==> src/rtl/ifetch.sv <==
// Instruction fetch stage: reads variable-length (2/6 byte) instructions from the
// unified RAM, advances the PC, and queues them toward decode with valid/ready.
module ifetch #(
  parameter logic [15:0] RESET_PC = 16'h0000,
  parameter int          DEPTH    = 2
) (
  input  logic        clk,
  input  logic        rst,
  output logic [15:0] mem_addr,
  input  logic [63:0] mem_q,
  input  logic        mem_busy,
  input  logic        redirect,
  input  logic [15:0] redirect_pc,
  output logic [47:0] instr,
  output logic [2:0]  instr_len,
  output logic [15:0] instr_pc,
  output logic        instr_valid,
  input  logic        instr_ready,
  output logic        halted
);

  localparam int AW = (DEPTH > 1) ? $clog2(DEPTH) : 1;
  localparam int CW = $clog2(DEPTH + 1);

  logic [15:0]   r_pc;
  logic          r_halted;
  logic [AW-1:0] r_wr_ptr;
  logic [AW-1:0] r_rd_ptr;
  logic [CW-1:0] r_count;

  logic [47:0]   r_q_instr [DEPTH];
  logic [2:0]    r_q_len   [DEPTH];
  logic [15:0]   r_q_pc    [DEPTH];

  logic [7:0]    w_op;
  logic [2:0]    w_len;
  logic [47:0]   w_instr;
  logic          w_halt_op;
  logic          w_full;
  logic          w_empty;
  logic          w_fetch;
  logic          w_pop;

  // Opcode bit 0 selects the long (6-byte) format; short instructions are zero-extended.
  assign w_op      = mem_q[7:0];
  assign w_len     = w_op[0] ? 3'd6 : 3'd2;
  assign w_instr   = w_op[0] ? mem_q[47:0] : {32'h0, mem_q[15:0]};
  assign w_halt_op = (w_op == 8'h00);

  // Fullness comes from the registered count only, so a same-cycle pop never frees a slot.
  assign w_full  = (r_count == CW'(DEPTH));
  assign w_empty = (r_count == '0);
  assign w_fetch = !rst && !redirect && !mem_busy && !r_halted && !w_full;
  assign w_pop   = !rst && !redirect && !w_empty && instr_ready;

  assign mem_addr = r_pc;
  assign halted   = r_halted;

  always_ff @(posedge clk) begin
    if (rst) begin
      r_pc     <= RESET_PC;
      r_halted <= 1'b0;
    end else if (redirect) begin
      r_pc     <= redirect_pc;
      r_halted <= 1'b0;
    end else if (w_fetch) begin
      r_pc <= r_pc + {13'b0, w_len};
      if (w_halt_op) begin
        r_halted <= 1'b1;
      end
    end
  end

  always_ff @(posedge clk) begin
    if (rst || redirect) begin
      r_wr_ptr <= '0;
      r_rd_ptr <= '0;
      r_count  <= '0;
    end else begin
      if (w_fetch) begin
        r_wr_ptr <= r_wr_ptr + 1'b1;
      end
      if (w_pop) begin
        r_rd_ptr <= r_rd_ptr + 1'b1;
      end
      case ({w_fetch, w_pop})
        2'b10:   r_count <= r_count + 1'b1;
        2'b01:   r_count <= r_count - 1'b1;
        default: r_count <= r_count;
      endcase
    end
  end

  // Entry payloads need no reset: they are masked by the empty flag until written.
  generate
    for (genvar gi = 0; gi < DEPTH; gi++) begin : g_entry
      always_ff @(posedge clk) begin
        if (w_fetch && (r_wr_ptr == AW'(gi))) begin
          r_q_instr[gi] <= w_instr;
          r_q_len[gi]   <= w_len;
          r_q_pc[gi]    <= r_pc;
        end
      end
    end
  endgenerate

  always_comb begin
    instr       = '0;
    instr_len   = '0;
    instr_pc    = '0;
    instr_valid = !w_empty;
    if (!w_empty) begin
      instr     = r_q_instr[r_rd_ptr];
      instr_len = r_q_len[r_rd_ptr];
      instr_pc  = r_q_pc[r_rd_ptr];
    end
  end

endmodule

==> config.mk <==
export PLATFORM = sky130hd
export DESIGN_NAME = ifetch
export DESIGN_NICKNAME = d
export VERILOG_FILES = /design/src/rtl/ifetch.sv
export SDC_FILE = /design/constraint.sdc
export NUM_CORES = 1
export LEC_CHECK = 0
export ABC_AREA = 1
export BUFFER_PORTS_ARGS = -buffer_cell sky130_fd_sc_hd__buf_4
export CAP_MARGIN = 25
export CORE_MARGIN = 2
export CORE_UTILIZATION = 50
export DETAILED_ROUTE_END_ITERATION = 10
export PLACE_DENSITY = 0.73
export SKIP_CTS_REPAIR_TIMING = 1
export SYNTH_ARGS = -nofsm -noshare
export SYNTH_HDL_FRONTEND = slang
export SYNTH_SLANG_ARGS = --single-unit
export TNS_END_PERCENT = 30
==> constraint.sdc <==
create_clock -name clk -period 4.59 [get_ports clk]
set_clock_uncertainty 0.05 [all_clocks]
set_input_delay 0.459 -clock clk [delete_from_list [all_inputs] [get_ports clk]]
set_output_delay 0.459 -clock clk [all_outputs]
set_load 0.03 [all_outputs]
# [After elaboration in Yosys (flattened, before gate mapping)]
# Memories as Yosys holds them, arrays and structs flattened. A register that Yosys moved wholly into a read port is not among the register bits.
# Cells that the tools add are included.
[word_totals] ff_bits=21 ramBits=134 mem_count=3
[memory_table] name="r_q_instr" words=2 width=48 read_ports=1 rd_clocked_by_memory_dff=1 wr=1 line_no="31" rtl="logic [47:0] r_q_instr [DEPTH];"
[memory_table] name="r_q_pc" words=2 width=16 read_ports=1 rd_clocked_by_memory_dff=1 wr=1 line_no="33" rtl="logic [15:0] r_q_pc [DEPTH];"
[memory_table] name="r_q_len" words=2 width=3 read_ports=1 rd_clocked_by_memory_dff=1 wr=1 line_no="32" rtl="logic [2:0] r_q_len [DEPTH];"
[op_classes] n_addsub=5 reduce_logical=24 n_mux=27 n_eq_ne=3 n_bitwise=1
[ops] operator="2-to-1 mux 48 bit" n=3
[ops] operator="2-to-1 mux 16 bit" n=4
[ops] operator="OR reduction 48 bit" n=1
[ops] operator="adder 16 x 3 -> 16 bit" n=1
[ops] operator="2-to-1 mux 1 bit" n=16
[ops] operator="OR reduction 16 bit" n=1
[ops] operator="2-to-1 mux 3 bit" n=3
[ops] operator="logical AND 1 bit" n=8
[ops] operator="zero test 8 bit" n=1
[ops] operator="zero test 1 bit" n=6
[ops] operator="equality test 2 bit (second input constant)" n=2
[ops] operator="case mux 2 bit (2 select lines)" n=1
[ops] operator="nonzero test 2 bit" n=2
[ops] operator="OR reduction 3 bit" n=1
[ops] operator="adder 1 bit (second input constant)" n=2
[ops] operator="adder 2 x 1 -> 2 bit (second input constant)" n=1
[ops] operator="equality test 2 x 1 -> 1 bit (second input constant)" n=1
[ops] operator="zero test 2 bit" n=1
[ops] operator="AND reduction 2 bit" n=1
[ops] operator="OR reduction 2 bit" n=1
[ops] operator="subtractor 2 x 1 -> 2 bit (second input constant)" n=1
[ops] operator="logical OR 1 bit" n=1
[ops] operator="inverter 1 bit" n=1

# [Longest topological paths before layout]
[depth] word_depth=10 mapped_depth=11 mapped_depth_nobuf=9

# [Worst setup path after synthesis]
# Ideal clock, no wire load.
[synth_path] kind="input to register" from="input redirect" to="memory r_q_instr[1][0], enable pin" t_required_ns=4.052 path_slack_ns=0.488 arrival_time_ns=3.564 path_buffers=1 stages=4 path_cell_list="buf_6 nor2_4 nand3_4 nor2_1"
[synth_between] elab_chain_cells=10
[synth_lines] item="start, declared" line_no="12" rtl="input logic redirect,"
[synth_lines] item="zero test 1 bit (*)" line_no="53" rtl="assign w_fetch = !rst && !redirect && !mem_busy && !r_halted && !w_full;"
[synth_lines] item="logical AND 1 bit (*) (4 in series)" line_no="53"
[synth_lines] item="logical AND 1 bit" line_no="98" rtl="if (w_fetch && (r_wr_ptr == AW'(gi))) begin"
[synth_lines] item="2-to-1 mux 1 bit" line_no="98"
[synth_lines] item="2-to-1 mux 1 bit (not written as such)" line_no="99" rtl="r_q_instr[gi] <= w_instr;"
[synth_lines] item="OR reduction 48 bit (no source line)"
[synth_lines] item="2-to-1 mux 1 bit (no source line)"
[synth_lines] item="end, declared" line_no="31"
# Mark *: on every way between the ends. The rest lies on a longest branch, timed or not.

==> results.toml <==
[run_status]
outcome = "finished clean"

[sta]
period_needed_ps = 2910
fin_crit_sh_pct = 63.3
timing.setup.tns_ps = 0
timing.final.hold_violations = 0
max_clock_freq_ghz = 0.344
final_max_slew_violation_count = 0
unrepaired_setup_endpoints_after_global_routing = "no"
worst_slew_pin_slew_ps = 774
slew_headroom_pct = 48.3
report.final.setup_viol = 0

[route]
met3_length_um = 991
number_of_drc_markers_in_iteration_0 = 447
ant_nets = 0
routed-wl-met2_mm = 7.08
wirelength_met1_mm = 6.22
drt_drc_violations_left = 0
routed_wl_mm = 14.4
detail_route.first_pass.iterations = 5
viasPerCell = 5.05
num_vias = 4803
highest-signal-layer = "met4"
wl_per_cell_um = 15.2

[run]
drv_cap = 0

[cts]
clk_latency_ps = 410
ctsLongestPathBuffers = 2
cts_tree = "done"
cts_made_buffers = 17
htree_levels = 4
root_buffer = "sky130_fd_sc_hd__clkbuf_16"
numClockSinks = 150
cts.clk_slew.worst_paths_ps = 60

[synthesis]
yosysWarningCount = 0
synth_seq_area_share_pct = 67.1
synth.lib_cells_used.distinct = 35
synth-async-reset-ratio_pct = 0
synthesis.instances = 621
cell_taking_the_most_area_after_synthesis = "sky130_fd_sc_hd__edfxtp_1"
syn-mean-instance-area_um2 = 10.3
synth.area.top_cells = "sky130_fd_sc_hd__edfxtp_1, sky130_fd_sc_hd__nand2_1, sky130_fd_sc_hd__dfxtp_1"
yosys_most_used_dff = "sky130_fd_sc_hd__edfxtp_1"
net_count_after_synthesis = 709
number_of_synthesized_flops_with_an_enable_pin = 128
syn_area_um2 = 6380
synth-seq-cells = 150
post-synth-top-area-fraction_pct = 60.2

[worst_setup_path]
total_number_of_cells_along_the_worst_setup_path = 6
worst-endpoint-required_ps = 4080
crit_path_frequent_cell = "sky130_fd_sc_hd__buf_4"
reg2reg_to = "r_q_instr[1][0]"
cp.buffers_inverters = 4
cell_class_contributing_the_biggest_share_of_worst_path_delay = "buffers and inverters"
path_cells = "buf_4 > inv_2 > buf_12 > nand2_1 > a21oi_1 > buf_4"
critical_path_class = "register to output port"
critPathLaunchType = "register"
worst_ep_arrival_time_ps = 2400
crit-reg2reg-launch = "r_count[0]"
endpoint = "instr[26]"
crit_slowest_cell = "sky130_fd_sc_hd__buf_4"
cp_max_fo = 65
r2r.worst_path.cells = 5
ff2ff_setup_slack_ps = 2460
setup.worst_path.end_class = "output port"
critical-path-max-stage-delay_ps = 560

[placement]
place_congestion = 0.872
hpwl_mm = 9.36
placed_area_um2 = 7670
port_buffers = 152

[final_layout]
area_delta_synth_final_pct = 30.3
most-common-layout-cells = "sky130_fd_sc_hd__nand2_1, sky130_fd_sc_hd__buf_4, sky130_fd_sc_hd__edfxtp_1"
num-nets-final = 854
finalCoreUtilization_pct = 66.4
layout_commonest_cell = "sky130_fd_sc_hd__nand2_1"
layout-drive-gt1-share_pct = 26.7
fin_area_um2 = 8320
antenna_cells = 0

[power_and_ir_drop]
max-vdd-ir-drop_mv = 0.224
power_leakage_nw = 3.57
power-per-cell-area_nw_per_um2 = 385
finalPower_mw = 3.20

[die]
top_level_ports = 170
initial_utilization_pct = 51.0
fp.coreArea_um2 = 12500
die_height_um = 117
die-area_um2 = 13700
row_count = 41
die_w_um = 117

[grt]
gr-total-overflow = 0
grt_use_total_pct = 21.3
first_global_vias = 4558
maximum_number_of_pins_on_one_net_before_global_route_repair = 66
wire_length_of_the_first_global_routing_pass_mm = 22.1
antenna_found_initial = 0

[worst_hold_path]
min-delay-path-class = "input pin to register"
routing by layer:
metal | GRT usage, % | vias to the layer above
met1 | 29.0 | 2252
met4 | 7.22 | 0
met2 | 34.5 | 193
li1 | - | 2347
met5 | 0 | -
met3 | 4.53 | 11
cell families (layout without fill, tap and decap cells):
group / after synthesis / after routing / synth area share [%]
AO/OA/AOI/OAI: 96 / 96 / 7.88
flip-flops: 150 / 150 / 67.1
XOR/XNOR: 5 / 5 / 0.686
other: 1 / 1 / 0.0588
AND/OR/NAND/NOR: 269 / 269 / 17.1
adder cells (fa/ha/maj): 3 / 3 / 0.706
buffers and inverters: 97 / 255 / 6.39
cell type report:
type	instances	area [µm²]
timing repair buffer	158	1210
fill	975	4200
sequential	150	4290
inverter	65	245
multi-input combinational	374	1710
clock inverter	6	72.6
clock buffer	26	574
tap	172	215
per-stage QoR:
step | hold slack, ps | cells | worst slack (ps)
after global routing | 165 | 951 | 1510
after floorplan | 438 | 621 | 488
after global placement | 423 | 918 | 1870
after CTS | 168 | 951 | 1650
after detailed placement | 427 | 919 | 2100
final | 182 | 951 | 1680
report_power, final:
part / total [mW] / switching, mW / internal [mW]
registers: 1.54 / 0.0244 / 1.51
clock network: 1.45 / 0.521 / 0.925
logic: 0.220 / 0.131 / 0.0888
total: 3.20 / 0.677 / 2.53
worst min-delay path by stage:
stage / cells past startpoint / startpoint / slack (ps) / to
6_report: 1 / mem_q[12] / 180 / r_q_instr[1][12]
5_1_grt: 1 / mem_q[11] / 160 / r_q_instr[0][11]
4_1_cts: 1 / mem_q[11] / 170 / r_q_instr[0][11]
3_5_place_dp: 2 / halted / 430 / halted
3_3_place_gp: 2 / halted / 420 / halted
2_1_floorplan: 2 / r_count[0] / 440 / r_count[0]
flip-flops by register name, summed over array words and instances, names as in the netlist, named ones only:
signal,flops
r_wr_ptr,1
mem_addr,16
halted,1
r_q_instr,96
r_count,2
r_q_pc,32
r_rd_ptr,1
synth_stat cells, types with 2 or more instances:
| master | number |
|---|---|
| sky130_fd_sc_hd__nand2_1 | 209 |
| sky130_fd_sc_hd__edfxtp_1 | 128 |
| sky130_fd_sc_hd__a21oi_1 | 76 |
| sky130_fd_sc_hd__inv_1 | 59 |
| sky130_fd_sc_hd__nor2_1 | 23 |
| sky130_fd_sc_hd__dfxtp_1 | 22 |
| sky130_fd_sc_hd__nand3_1 | 21 |
| sky130_fd_sc_hd__clkbuf_1 | 15 |
| sky130_fd_sc_hd__o21ai_1 | 8 |
| sky130_fd_sc_hd__buf_2 | 7 |
| sky130_fd_sc_hd__inv_2 | 5 |
| sky130_fd_sc_hd__a31oi_1 | 4 |
| sky130_fd_sc_hd__buf_1 | 4 |
| sky130_fd_sc_hd__nand4_1 | 4 |
| sky130_fd_sc_hd__xor2_1 | 4 |
| sky130_fd_sc_hd__buf_4 | 3 |
| sky130_fd_sc_hd__buf_6 | 3 |
| sky130_fd_sc_hd__o21ai_0 | 3 |
| sky130_fd_sc_hd__a21oi_2 | 2 |
| sky130_fd_sc_hd__ha_1 | 2 |
| sky130_fd_sc_hd__nand2_2 | 2 |
| sky130_fd_sc_hd__nor2_2 | 2 |
| sky130_fd_sc_hd__nor4_1 | 2 |
| sky130_fd_sc_hd__o21ai_2 | 2 |
Note: power is estimated with default switching activity, not from simulation.
